===== src/rtl/riscv_mc_ctrl.sv =====
// riscv_mc_ctrl
// -------------
// Multi-cycle control FSM for the RV32I core.
//
// The FSM runs one instruction at a time through FETCH, DECODE, EXEC, MEM and WB.
// It drives:
//   - the PC register's load and PCSrc inputs,
//   - the IR capture strobe,
//   - the register-file write enable,
//   - the instruction and data memory request handshakes.
// It also counts retired instructions. It traps into FAULT on an illegal
// opcode, an illegal branch funct3, or a memory request that is never acked.
//
// Only three things are registered: the state, the request wait counter and
// the retired counter. Every strobe is combinational from state, opcode,
// funct3 and the flag/ack inputs.
//
// Ports:
//   clk, rst                  clock (rising edge), async active-high reset
//   run                       enable; low parks the core in IDLE at the next
//                             instruction boundary
//   opcode, funct3            instruction fields from the IR
//   alu_zero, alu_lt          ALU flags used for branch resolution
//   imem_req / imem_ack       instruction fetch handshake
//   dmem_req, dmem_we /
//   dmem_ack                  data memory handshake (dmem_we = store)
//   ir_load                   IR capture strobe
//   pc_load, pc_src           PC register load and source (1 = PC+Imm)
//   reg_write, wb_sel         register write enable and source
//                             (0 ALU, 1 memory, 2 PC+4)
//   alu_src_imm               ALU B operand is the immediate
//   state, halted, fault      current state, IDLE flag, FAULT flag
//   retired                   retired-instruction count (wraps)

module riscv_mc_ctrl #(
  parameter int MEM_TIMEOUT = 16,
  parameter int CNT_W       = 32
) (
  input  logic             clk,
  input  logic             rst,
  input  logic             run,
  input  logic [6:0]       opcode,
  input  logic [2:0]       funct3,
  input  logic             alu_zero,
  input  logic             alu_lt,
  output logic             imem_req,
  input  logic             imem_ack,
  output logic             dmem_req,
  output logic             dmem_we,
  input  logic             dmem_ack,
  output logic             ir_load,
  output logic             pc_load,
  output logic             pc_src,
  output logic             reg_write,
  output logic [1:0]       wb_sel,
  output logic             alu_src_imm,
  output logic [2:0]       state,
  output logic             halted,
  output logic             fault,
  output logic [CNT_W-1:0] retired
);

  localparam logic [2:0] S_IDLE   = 3'd0;
  localparam logic [2:0] S_FETCH  = 3'd1;
  localparam logic [2:0] S_DECODE = 3'd2;
  localparam logic [2:0] S_EXEC   = 3'd3;
  localparam logic [2:0] S_MEM    = 3'd4;
  localparam logic [2:0] S_WB     = 3'd5;
  localparam logic [2:0] S_FAULT  = 3'd6;

  localparam logic [6:0] OP_R      = 7'b0110011;
  localparam logic [6:0] OP_I      = 7'b0010011;
  localparam logic [6:0] OP_LUI    = 7'b0110111;
  localparam logic [6:0] OP_AUIPC  = 7'b0010111;
  localparam logic [6:0] OP_LOAD   = 7'b0000011;
  localparam logic [6:0] OP_STORE  = 7'b0100011;
  localparam logic [6:0] OP_BRANCH = 7'b1100011;
  localparam logic [6:0] OP_JAL    = 7'b1101111;

  // The wait counter holds (request cycle - 1).
  // It therefore reaches MEM_TIMEOUT-1 in the last cycle that may still be acked.
  localparam int                WAIT_W    = $clog2(MEM_TIMEOUT + 1);
  localparam logic [WAIT_W-1:0] WAIT_LAST = WAIT_W'(MEM_TIMEOUT - 1);

  logic [2:0]        state_q,   state_d;
  logic [WAIT_W-1:0] wait_q,    wait_d;
  logic [CNT_W-1:0]  retired_q, retired_d;

  logic is_r, is_load, is_store, is_branch, is_jal, op_legal, uses_imm;
  logic br_legal, br_taken, retire;

  // Opcode classification
  assign is_r      = (opcode == OP_R);
  assign is_load   = (opcode == OP_LOAD);
  assign is_store  = (opcode == OP_STORE);
  assign is_branch = (opcode == OP_BRANCH);
  assign is_jal    = (opcode == OP_JAL);
  assign op_legal  = is_r || is_load || is_store || is_branch || is_jal ||
                     (opcode == OP_I) || (opcode == OP_LUI) ||
                     (opcode == OP_AUIPC);
  assign uses_imm  = op_legal && !is_r && !is_branch;

  // Branch condition from funct3.
  // The ALU has already applied signed/unsigned compare, so BLT and BLTU
  // share alu_lt here. funct3 010 and 011 are illegal.
  always_comb begin
    br_legal = 1'b1;
    br_taken = 1'b0;
    case (funct3)
      3'b000:         br_taken = alu_zero;
      3'b001:         br_taken = !alu_zero;
      3'b100, 3'b110: br_taken = alu_lt;
      3'b101, 3'b111: br_taken = !alu_lt;
      default:        br_legal = 1'b0;
    endcase
  end

  // Next-state and strobe logic.
  // The wait counter defaults to zero, so any entry into FETCH or MEM
  // starts a fresh timeout window. A retire overrides the next state with
  // FETCH or IDLE depending on run.
  always_comb begin
    state_d     = state_q;
    wait_d      = '0;
    retired_d   = retired_q;
    retire      = 1'b0;
    imem_req    = 1'b0;
    dmem_req    = 1'b0;
    dmem_we     = 1'b0;
    ir_load     = 1'b0;
    pc_load     = 1'b0;
    pc_src      = 1'b0;
    reg_write   = 1'b0;
    wb_sel      = 2'd0;
    alu_src_imm = 1'b0;

    case (state_q)
      S_IDLE: begin
        if (run) state_d = S_FETCH;
      end
      S_FETCH: begin
        imem_req = 1'b1;
        if (imem_ack) begin
          ir_load = 1'b1;
          state_d = S_DECODE;
        end else if (wait_q == WAIT_LAST) begin
          state_d = S_FAULT;
        end else begin
          wait_d = wait_q + WAIT_W'(1);
        end
      end
      S_DECODE: begin
        state_d = op_legal ? S_EXEC : S_FAULT;
      end
      S_EXEC: begin
        alu_src_imm = uses_imm;
        if (!op_legal) begin
          state_d = S_FAULT;
        end else if (is_branch) begin
          if (br_legal) begin
            pc_load = 1'b1;
            pc_src  = br_taken;
            retire  = 1'b1;
          end else begin
            state_d = S_FAULT;
          end
        end else if (is_load || is_store) begin
          state_d = S_MEM;
        end else begin
          state_d = S_WB;
        end
      end
      S_MEM: begin
        dmem_req    = 1'b1;
        dmem_we     = is_store;
        alu_src_imm = uses_imm;
        if (dmem_ack) begin
          if (is_store) begin
            pc_load = 1'b1;
            retire  = 1'b1;
          end else begin
            state_d = S_WB;
          end
        end else if (wait_q == WAIT_LAST) begin
          state_d = S_FAULT;
        end else begin
          wait_d = wait_q + WAIT_W'(1);
        end
      end
      S_WB: begin
        // PC and register file update on the same edge.
        // The PC+4 written for JAL is therefore the pre-jump value.
        reg_write = 1'b1;
        pc_load   = 1'b1;
        pc_src    = is_jal;
        wb_sel    = is_load ? 2'd1 : (is_jal ? 2'd2 : 2'd0);
        retire    = 1'b1;
      end
      S_FAULT: begin
        state_d = S_FAULT;
      end
      default: begin
        state_d = S_FAULT;
      end
    endcase

    if (retire) begin
      retired_d = retired_q + CNT_W'(1);
      state_d   = run ? S_FETCH : S_IDLE;
    end
  end

  // State, wait counter and retired counter
  always_ff @(posedge clk or posedge rst) begin
    if (rst) begin
      state_q   <= S_IDLE;
      wait_q    <= '0;
      retired_q <= '0;
    end else begin
      state_q   <= state_d;
      wait_q    <= wait_d;
      retired_q <= retired_d;
    end
  end

  assign state   = state_q;
  assign halted  = (state_q == S_IDLE);
  assign fault   = (state_q == S_FAULT);
  assign retired = retired_q;

endmodule


===== config.mk =====
export PLATFORM = sky130hd
export DESIGN_NAME = riscv_mc_ctrl
export DESIGN_NICKNAME = d
export VERILOG_FILES = /design/src/rtl/riscv_mc_ctrl.sv
export SDC_FILE = /design/constraint.sdc
export NUM_CORES = 1
export LEC_CHECK = 0
export ABC_AREA = 1
export CORE_MARGIN = 1.5
export CORE_UTILIZATION = 50
export CTS_BUF_LIST = sky130_fd_sc_hd__clkbuf_4
export CTS_CLUSTER_DIAMETER = 200
export CTS_CLUSTER_SIZE = 20
export DETAILED_ROUTE_END_ITERATION = 16
export GPL_TIMING_DRIVEN = 0
export PLACE_DENSITY = 0.79
export SLEW_MARGIN = 20
export SYNTH_ARGS = -nofsm -noshare
export SYNTH_HDL_FRONTEND = slang
export SYNTH_SLANG_ARGS = --single-unit

===== constraint.sdc =====
create_clock -name clk -period 3.4 [get_ports clk]
set_clock_uncertainty 0.05 [all_clocks]
set_input_delay 1.02 -clock clk [delete_from_list [all_inputs] [get_ports clk]]
set_output_delay 1.02 -clock clk [all_outputs]
set_load 0.01 [all_outputs]

==> results.txt, run 1 <==
* Post-synthesis simple-gate area fraction: 46.95%
* Switching share of total power: between 30% and 40%
* Via count of the first global-routing pass: roughly 2800
- Start point of the critical path: imem_ack
* Most common cell after layout, fill and taps aside: sky130_fd_sc_hd__nand2_1
* Layout cells sized above 1: 10.86%
- Number of fillers in the final layout: 480
* CTS tree: built
* Number of DRC markers after the initial detailed-route iteration: 250
- The count of nets left with antenna violations once routing finished came out at 0.
- The die covers around 0.0062 mm².
- Via Count: ~3200
- Measured against its own limit, the worst slew margin works out to 74.48%.
- Static timing analysis puts the maximum clock frequency at 302.6 MHz.
* Part of the power in combinational logic: about a quarter
- Startpoint of the lowest-slack register-to-register path: state[0]$_DFFE_PP0P_
- The critical path is of the in2out type.
* Xor/xnor cell area share of the yosys netlist: under 10%
- Number of port buffers: 63
- Wirelength, routed: between 8 and 9 mm
- Leaving out fill and tap cells, the most frequent cells in the layout are sky130_fd_sc_hd__nand2_1 (190), sky130_fd_sc_hd__nor2_1 (72), sky130_fd_sc_hd__clkdlybuf4s50_1 (50), sky130_fd_sc_hd__dfrtp_1 (40), sky130_fd_sc_hd__inv_1 (36).
- The tightest hold path in the finished design has a slack of 0.4330 ns.
- Clock Power Share: between 20% and 30%
* Final hold violation count: 0
* Layout-stage area growth over the synthesis result: 34.21%
- Pre-CTS worst setup slack: -0.6966 ns
- Number of optimization iterations in the first detailed-route pass: 5
- EDFF count, synth: 0
- Measured against the total synthesized area, the mux share comes to 0%.
- Synthesized area per cell: 6.331 µm²
- Startpoint class of the critical path: primary input
- Total number of yosys warnings: 0
- The max-slew violation count is 0.
* Asr flop ratio synth: 100.0%
- Ports: 64
- The initial antenna violation count was 0.
- In this run the worst path has a maximum fanout of 3.
- After detailed routing, the number of remaining DRC violations is 0.
- The critical path ends at ir_load.
* Clock transition at path regs: around 0.13 ns
* Avg Vias per Cell: approximately 5.3
* Global-route total usage across every layer: between 20% and 30%
- Detailed placement finished with a half-perimeter wire length of 6.149 mm.
- Sequential share of power: 53.0%
* Share of the synthesized area in compound gates (AO/OA/AOI/OAI): a little over 5%
- Adder-cell share of the synthesized area: less than 1%
- STA classifies the critical path endpoint as an output port.
- Largest net degree at the start of global routing: 27
- The die is 78.49 µm tall.
* Arr. time, crit path: 2.23 ns
- 0 antenna diodes ended up in the layout.
- Flops & latches, synth: 40
- Standard-cell rows: 27
* Worst Setup Slack, final: between 0.09 and 0.1 ns
* RePlAce Congestion: 0.9271
- Setup TNS Final: 0 ns
* Core region area: about 0.0055 mm²
* End of the worst register-to-register path: retired[12]$_DFFE_PP0P_
- Buffers inserted to repair hold after CTS numbered 0.
* Minimum clock period after layout: between 3 and 4 ns
* Width of the die: 78.49 µm
- Least-Margin Pin Slew: approximately 0.38 ns
- Static power due to leakage: about 1.8 nW
- Worst hold-check path type: reg2reg
* Number of buffers created by CTS: 5
* Clock insertion delay at the later pin of the skew report: 0.36 ns
- When the netlist entered floorplanning its net count stood at 469.
- Max Root-Sink Buffers: 2
* Count of H-tree levels built during CTS: 2
- Dominant register cell in the synthesized netlist: sky130_fd_sc_hd__dfrtp_1
- Initial cell density of the core: between 50% and 60%
- Highest ir drop seen on vdd: approximately 0.22 mV
- Total standard cell area after synthesis: about 0.0028 mm²
- Counting cells, the worst reg-to-reg path comes to 11.
* RSZ-0062 raised after global routing: false
- TritonCTS sink count: 40
- Psw: 338.8 µW
- Register area share after synthesis: a little over a third
- WL/cell: 13.69 µm
- Dominant combinational cell family by area after synthesis: simple AND/OR/NAND/NOR gates
- The worst register-to-register path has a setup slack of about 1.5 ns.
- STA puts the critical path data required time at 2.33 ns.
- Remaining global-route overflow: 0
- Status: finished clean
* Max Cap Viol: 0
* PD cells: around 270 mW/mm²
* Master cell of the clock root buffer: sky130_fd_sc_hd__clkbuf_4
* Period utilization: between 90% and 100%
- Internal cell power: 692.9 µW
* Setup-violating endpoint count in the final report: 0
- The first global-routing pass estimated approximately 14 mm of wire.
- In the final design database the tool counted 552 nets.
* Distinct cell type count after synthesis: 29
- Counting every instance in the synthesized netlist gives 450.
-- critical path, stage by stage --
cell and delay (ns):
sky130_fd_sc_hd__clkdlybuf4s50_1 0.49, sky130_fd_sc_hd__inv_1 0.05, sky130_fd_sc_hd__nor2_1 0.13, sky130_fd_sc_hd__clkdlybuf4s50_1 0.55
-- worst min-delay path by stage --
stage                             start             endpoint  slack (ns)  cells past startpoint
finish              wait_q[0]$_DFF_PP0_  wait_q[0]$_DFF_PP0_        0.43                      1
global route        wait_q[0]$_DFF_PP0_  wait_q[0]$_DFF_PP0_        0.44                      1
CTS                 wait_q[0]$_DFF_PP0_  wait_q[0]$_DFF_PP0_        0.44                      1
detailed placement  wait_q[0]$_DFF_PP0_  wait_q[0]$_DFF_PP0_        0.42                      1
global placement    wait_q[0]$_DFF_PP0_  wait_q[0]$_DFF_PP0_        0.41                      1
floorplan           wait_q[0]$_DFF_PP0_  wait_q[0]$_DFF_PP0_        0.39                      1
-- repair_timing --
action,in CTS,in global routing
setup endpoints to repair,6,6
hold endpoints to repair,0,0
resized for setup,32,18
pin swaps,5,8
buffers inserted,8,5
-- cells by family (layout without fill, tap and decap cells) --
| group | after synthesis | in the layout |
|---|---|---|
| AO/OA/AOI/OAI | 27 | 27 |
| XOR/XNOR | 15 | 15 |
| adder cells (fa/ha/maj) | 2 | 2 |
| buffers and inverters | 46 | 130 |
| flip-flops | 40 | 40 |
| AND/OR/NAND/NOR | 320 | 320 |
-- sequential cells by signal, summed over array words and instances, names as in the netlist --
register  count
state         3
wait_q        5
retired      32
-- through the flow --
step	power, mW	instance area (µm²)	std cells	util, %
after floorplan	0.6654	2849	450	-
after global placement	0.7766	3570	585	64.83
after detailed placement	0.7848	3590	586	65.19
after CTS	1.029	3737	602	67.87
after global routing	1.084	3824	606	69.44
final	1.032	3824	606	69.44
-- power by group through the flow --
stage / Combinational [mW] / Sequential (mW) / Clock (mW)
2_1_floorplan: 0.112 / 0.554 / 0
5_1_grt: 0.267 / 0.552 / 0.265
4_1_cts: 0.235 / 0.547 / 0.248
3_5_place_dp: 0.229 / 0.556 / 0
3_3_place_gp: 0.223 / 0.554 / 0
6_report: 0.242 / 0.547 / 0.242
-- cell type report --
class                      instances  area, µm²  area share [%]
sequential                        40       1001           26.18
inverter                          39      146.4           3.829
clock buffer                       5      37.54          0.9817
timing repair buffer              77      749.5           19.60
tap                               72      90.09           2.356
buffer                             6      53.80           1.407
multi-input combinational        364       1732           45.29
clock inverter                     3      13.76          0.3599
-- synthesized netlist by cell type, types with 2 or more instances --
library cell,number,area (µm²)
sky130_fd_sc_hd__a21oi_1,4,20.02
sky130_fd_sc_hd__buf_4,3,22.52
sky130_fd_sc_hd__buf_6,3,33.78
sky130_fd_sc_hd__dfrtp_1,40,1001
sky130_fd_sc_hd__ha_1,2,25.02
sky130_fd_sc_hd__inv_1,39,146.4
sky130_fd_sc_hd__nand2_1,196,735.7
sky130_fd_sc_hd__nand3_1,16,80.08
sky130_fd_sc_hd__nand3_2,2,20.02
sky130_fd_sc_hd__nand3b_1,11,82.58
sky130_fd_sc_hd__nand4_1,4,25.02
sky130_fd_sc_hd__nor2_1,77,289.0
sky130_fd_sc_hd__nor2_2,3,18.77
sky130_fd_sc_hd__nor2_4,2,22.52
sky130_fd_sc_hd__nor3_1,4,20.02
sky130_fd_sc_hd__nor3b_1,2,15.01
sky130_fd_sc_hd__o21ai_0,16,80.08
sky130_fd_sc_hd__o21ai_1,2,10.01
sky130_fd_sc_hd__xnor2_1,5,43.79
sky130_fd_sc_hd__xor2_1,10,87.58
-- layer usage --
metal	GRT usage (%)	wire length, µm
met2	46.96	3840
met5	0	0
met4	8.036	182
met1	38.68	3735
met3	4.070	537
Power figures use the tool's default switching activity.
==> run 2: changes to the inputs <==
Settings changed: CTS_CLUSTER_SIZE 20 to 12.
==> results of run 2 <==
No change in the layout: final DEF, timing and power equal those of run 1.
